===== config.mk =====
export PLATFORM = sky130hd
export DESIGN_NAME = dmem_arbiter
export DESIGN_NICKNAME = d
export VERILOG_FILES = /design/src/rtl/dmem_pkg.sv /design/src/rtl/rr_pick2.sv /design/src/rtl/dmem_arbiter.sv
export SDC_FILE = /design/constraint.sdc
export NUM_CORES = 1
export LEC_CHECK = 0
export BUFFER_PORTS_ARGS = -buffer_cell sky130_fd_sc_hd__buf_2
export CAP_MARGIN = 30
export CORE_AREA = 2 2 118 120
export DETAILED_ROUTE_END_ITERATION = 16
export DIE_AREA = 0 0 120 122
export SKIP_LAST_GASP = 1
export SYNTH_ARGS = -nofsm -noshare
export SYNTH_HDL_FRONTEND = slang
export SYNTH_HIERARCHICAL = 1
export SYNTH_SLANG_ARGS = --single-unit

===== constraint.sdc =====
create_clock -name clk -period 2.8 [get_ports clk]
set_clock_uncertainty 0.2 [all_clocks]
set_input_delay 0.42 -clock clk [delete_from_list [all_inputs] [get_ports clk]]
set_output_delay 0.42 -clock clk [all_outputs]
set_load 0.005 [all_outputs]

===== src/rtl/dmem_pkg.sv =====
// Shared types for the data-port arbiter of the unified instruction/data RAM.
package dmem_pkg;

   typedef struct packed {
      logic        we;
      logic [29:0] addr;
      logic [3:0]  be;
      logic [31:0] wdata;
   } dmem_req_t;

   localparam int DMEM_RD_LAT = 1;

   typedef enum logic {PORT_CORE, PORT_DBG} dmem_port_e;

endpackage


===== src/rtl/rr_pick2.sv =====
// Combinational two-way round-robin picker: a lone requester wins, a tie goes
// to the port that did not win most recently.
module rr_pick2
   import dmem_pkg::*;
(
   input  logic       req0,
   input  logic       req1,
   input  dmem_port_e last,
   output logic       gnt0,
   output logic       gnt1
);

   always_comb begin
      gnt0 = req0 & (~req1 | (last == PORT_DBG));
      gnt1 = req1 & (~req0 | (last == PORT_CORE));
   end

endmodule


===== src/rtl/dmem_arbiter.sv =====
// Arbitrates the RAM data port between the core LSU (port 0) and the debug
// loader (port 1), with bounded port-1 locking and one-cycle response routing.
module dmem_arbiter
   import dmem_pkg::*;
#(
   parameter int MAX_LOCK = 16,
   parameter int ADDR_W   = 30
) (
   input  logic              clk,
   input  logic              rst,
   input  logic              m0_req,
   input  logic              m0_we,
   input  logic [ADDR_W-1:0] m0_addr,
   input  logic [3:0]        m0_be,
   input  logic [31:0]       m0_wdata,
   input  logic              m1_req,
   input  logic              m1_we,
   input  logic [ADDR_W-1:0] m1_addr,
   input  logic [3:0]        m1_be,
   input  logic [31:0]       m1_wdata,
   input  logic              m1_lock,
   output logic              m0_gnt,
   output logic              m1_gnt,
   output logic              m0_rvalid,
   output logic              m1_rvalid,
   output logic [31:0]       m0_rdata,
   output logic [31:0]       m1_rdata,
   output logic [ADDR_W-1:0] d_addr,
   output logic              d_we,
   output logic [3:0]        d_be,
   output logic [31:0]       d_wdata,
   input  logic [31:0]       d_rdata
);

   localparam int              CNT_W   = $clog2(MAX_LOCK + 1);
   localparam logic [CNT_W-1:0] CNT_MAX = CNT_W'(MAX_LOCK);

   dmem_port_e       last;
   logic [CNT_W-1:0] lock_cnt;
   logic             pend_vld;
   dmem_port_e       pend_id;
   logic             pend_we;

   logic             rr_gnt0, rr_gnt1;
   logic             lock_on, lock_yield;
   logic             gnt0, gnt1;
   logic             rsp;
   logic [31:0]      rsp_data;

   rr_pick2 u_pick (
      .req0 (m0_req),
      .req1 (m1_req),
      .last (last),
      .gnt0 (rr_gnt0),
      .gnt1 (rr_gnt1)
   );

   // pend_vld with pend_id==PORT_DBG means port 1 won the previous cycle
   always_comb begin
      lock_on    = pend_vld && (pend_id == PORT_DBG) && m1_lock && m1_req;
      lock_yield = lock_on && (lock_cnt == CNT_MAX) && m0_req;
      gnt0       = 1'b0;
      gnt1       = 1'b0;
      if (!rst) begin
         if (lock_on) begin
            gnt0 = lock_yield;
            gnt1 = ~lock_yield;
         end else begin
            gnt0 = rr_gnt0;
            gnt1 = rr_gnt1;
         end
      end
   end

   assign m0_gnt = gnt0;
   assign m1_gnt = gnt1;

   always_comb begin
      d_addr  = m0_addr;
      d_wdata = m0_wdata;
      d_we    = 1'b0;
      d_be    = 4'b0000;
      if (gnt1) begin
         d_addr  = m1_addr;
         d_wdata = m1_wdata;
         d_we    = m1_we;
         d_be    = m1_be;
      end else if (gnt0) begin
         d_we    = m0_we;
         d_be    = m0_be;
      end
   end

   // Arbitration state and accepted-transfer tracking
   always_ff @(posedge clk) begin
      if (rst) begin
         last     <= PORT_DBG;
         lock_cnt <= '0;
         pend_vld <= 1'b0;
      end else begin
         pend_vld <= gnt0 | gnt1;
         if (gnt1) begin
            last <= PORT_DBG;
         end else if (gnt0) begin
            last <= PORT_CORE;
         end
         if (!gnt1) begin
            lock_cnt <= '0;
         end else if (lock_on && (lock_cnt != CNT_MAX)) begin
            lock_cnt <= lock_cnt + CNT_W'(1);
         end
      end
   end

   always_ff @(posedge clk) begin
      if (gnt0 | gnt1) begin
         pend_id <= gnt1 ? PORT_DBG : PORT_CORE;
         pend_we <= gnt1 ? m1_we : m0_we;
      end
   end

   // The RAM leaves d_rdata stale on writes, so write acks return zero
   always_comb begin
      rsp       = pend_vld & ~rst;
      rsp_data  = pend_we ? 32'h0 : d_rdata;
      m0_rvalid = rsp && (pend_id == PORT_CORE);
      m1_rvalid = rsp && (pend_id == PORT_DBG);
      m0_rdata  = m0_rvalid ? rsp_data : 32'h0;
      m1_rdata  = m1_rvalid ? rsp_data : 32'h0;
   end

endmodule


==> metrics list <==
* Setup repair after global routing missed its margin: yes
- Kind of critical path: register to primary output
* Boundary Pins: 306
* Crit Path Max Fanout: 42
- Clock slew at reported path FFs: 0.04 ns
* Total DRC errors in the routed layout: 0
- The routed layout has 2,812 vias.
- Placed cell count: 719
* HPWL Detailed: 9037 um
- Per-cell routed wire length: 14.29 um
* Max-Slew Margin vs Limit: 65.45%
* Drt via density: 3.879
- Cell count after synthesis: 243
- Routability-driven placement finished with a final weighted congestion of 0.8459.
- The tool flagged a number of max-cap violations equal to 0.
- Number of synthesized register bits: 9
- Dividing total power by cell area gives a power density of 226.2 mW/mm^2.
* Vias in the first global route: 2,603
- Summing every instance area after synthesis gives between 0.0015 and 0.002 sq mm.
- Pins Over Slew Limit: 0
- Fraction of registers with async set/reset: 0%
* Detailed-route wire length: just over 10,000 um
- After floorplanning, the core was sized to cover 0.01350 sq mm.
* Total count of hold-check failures in the final report: 0
* Count of endpoints failing setup in the final report: 0
- The floorplan step defined a die boundary enclosing 0.01464 sq mm.
* Filler-free cell count of the finished design: 725
- The Yosys step of the flow raised 6 warnings.
- Clock net sink count: 9
- Worst endpoint required time: 2.18 ns
- The number of different library cells used by synthesis comes to 32.
- The first global-routing pass estimated 14,410 um of wire.
- Summed over all cells, the static leakage comes to between 2 and 2.5 nW.
- Highest Clock Rate: 367.3 MHz
- TritonCTS clock tree: built
* Share of the cycle needed by the critical path after routing: between 90% and 100%
- Result of the run: completed
- The top cell types in the final layout, fill and taps aside, are sky130_fd_sc_hd__buf_2, sky130_fd_sc_hd__nor2_1, sky130_fd_sc_hd__mux2_2.
- Of the synthesized area, sequential elements account for 11.07%.
- The design draws between 0.0008 and 0.0009 W.
- Yosys mapped a number of flops with a built-in enable equal to 2.
- In the global route stage, overall resource usage came out at about an eighth.
- Number of antenna violations at the first check in global routing: 2
- FP Rows: 43
- Iteration-0 DRC count of the detailed router: 70
- Maximum ir drop on the vdd rail: 0.1382 mV
* First-pass detailed-route iteration total: 4
- For this run, the post-layout net count is 717.
- Clock latency on the worst-skew pair: ~0.24 ns
* Post-synthesis average cell area: 7.445 sq um
- In the final layout, the share of cells above drive strength 1 is 70.53%.
* Die Width: between 100 and 150 um
* Pin count of the biggest net entering global routing: 43
- Period minus WS final: about 2.7 ns
- Port bufs: 305
- For the worst setup path, the data arrival time is 2.10 ns.
- At the end of the flow the core is filled with cells to 26.96%.
- In this run the vertical extent of the chip is 122 um.
- Antenna-violating nets left: 0
- Critical Path Sink Type: primary output
- The total overflow left after global routing is 0.
* Master cell of the clock root buffer: sky130_fd_sc_hd__clkbuf_16
- Most common cell after layout, fill and taps aside: sky130_fd_sc_hd__buf_2
* Primary FF master, synth: sky130_fd_sc_hd__dfxtp_1
- Counting every net in the synthesized netlist gives 416.
* Clock buffer depth: 2
- In this run the number of H-tree levels came out at 1.
- Number of clock buffers inserted by TritonCTS: 3
- For the pin with the worst max-slew slack, the measured transition is 0.5182 ns.
- Setup total negative slack on the finished layout was measured at 0 ns.
- Worst min path class: input pin to register
- STA classifies the critical path startpoint as a register.
- Initial cell density of the core: 13.40%
- Relative area change from synthesis to final layout: 101.2%
## layout make-up
type                    count  area [sq um]
clock buffers               4         78.83
multi-input cells         207          1486
flip-flops and latches      9         200.2
repair buffers            314          1609
fillers                  1523          9863
inverters                   9         36.28
well taps                 180         225.2
diodes                      2         5.005
## path summary, 6_finish.rpt
path / startpoint / endpoint / slack (ns) / cells after the start
max: pend_id / d_wdata[26] / 0.08 / 5
min: rst / pend_vld / 0.22 / 2
max reg2reg: lock_cnt[1] / pend_we / 0.68 / 6
min reg2reg: lock_cnt[4] / lock_cnt[4] / 0.30 / 2
## report_power, final
group	switching [W]	total (W)	internal, W
Clock	0.0000676	0.000258	0.000191
Sequential	0.00000341	0.000142	0.000138
Combinational	0.000175	0.000424	0.000248
Total	0.000246	0.000824	0.000578
## per-stage QoR
step           worst slack (ns)  area, sq um  hold slack, ns
3_5_place_dp             0.1454         3552          0.2921
6_report                0.07737         3641          0.2155
2_1_floorplan            0.3416         1809          0.2605
5_1_grt                -0.01213         3641          0.2200
4_1_cts                 0.01276         3633          0.2107
3_3_place_gp             0.1798         3552          0.2888
## sequential cells by signal (all words and copies together), names as in the netlist
register  flops
lock_cnt      5
last          1
pend_id       1
pend_vld      1
pend_we       1
## synth_stat cells, drive strengths merged (2+ instances only)
library cell	count	share of area, %
ha	2	1.4
clkbuf	10	2.1
a21oi	8	2.2
nand2b	32	11
edfxtp	2	3.3
nand2	7	1.5
dfxtp	7	7.7
mux2	63	40
a21boi	3	1.2
nand3	5	1.4
buf	8	2.9
nor2	64	13
o21ai	5	1.4
o2bb2ai	5	2.4
inv	8	1.7
or4	2	0.83
## repair_timing
item | in CTS | in global routing
hold buffers | 0 | 0
pin swaps | 0 | 1
cloned | 0 | 0
resized for setup | 1 | 1
setup endpoints to repair | 1 | 67
buffers inserted | 0 | 0
## cells by family after synthesis
family | Yosys count | synth area share [%]
AOI/OAI and AO/OA | 25 | 9.198
adders and majority gates | 2 | 1.383
buffers and inverters | 27 | 6.847
DFF | 9 | 11.06
muxes | 63 | 40.04
and+or+nand+nor | 117 | 31.47
## metal layers
metal / vias up / routed length (um) / GRT usage [%]
met4: 0 / 199 / 4.338
met5: - / 0 / 0
li1: 1433 / - / -
met2: 137 / 5292 / 22.90
met3: 13 / 611 / 1.498
met1: 1229 / 4254 / 15.43
## worst max-delay path: stages, from the launching register on
cell,delay (ns)
sky130_fd_sc_hd__edfxtp_1,0.44
sky130_fd_sc_hd__a41oi_1,0.38
sky130_fd_sc_hd__a311o_2,0.27
sky130_fd_sc_hd__buf_12,0.24
sky130_fd_sc_hd__mux2_2,0.37
sky130_fd_sc_hd__buf_2,0.13
(Power assumes the default switching activity.)
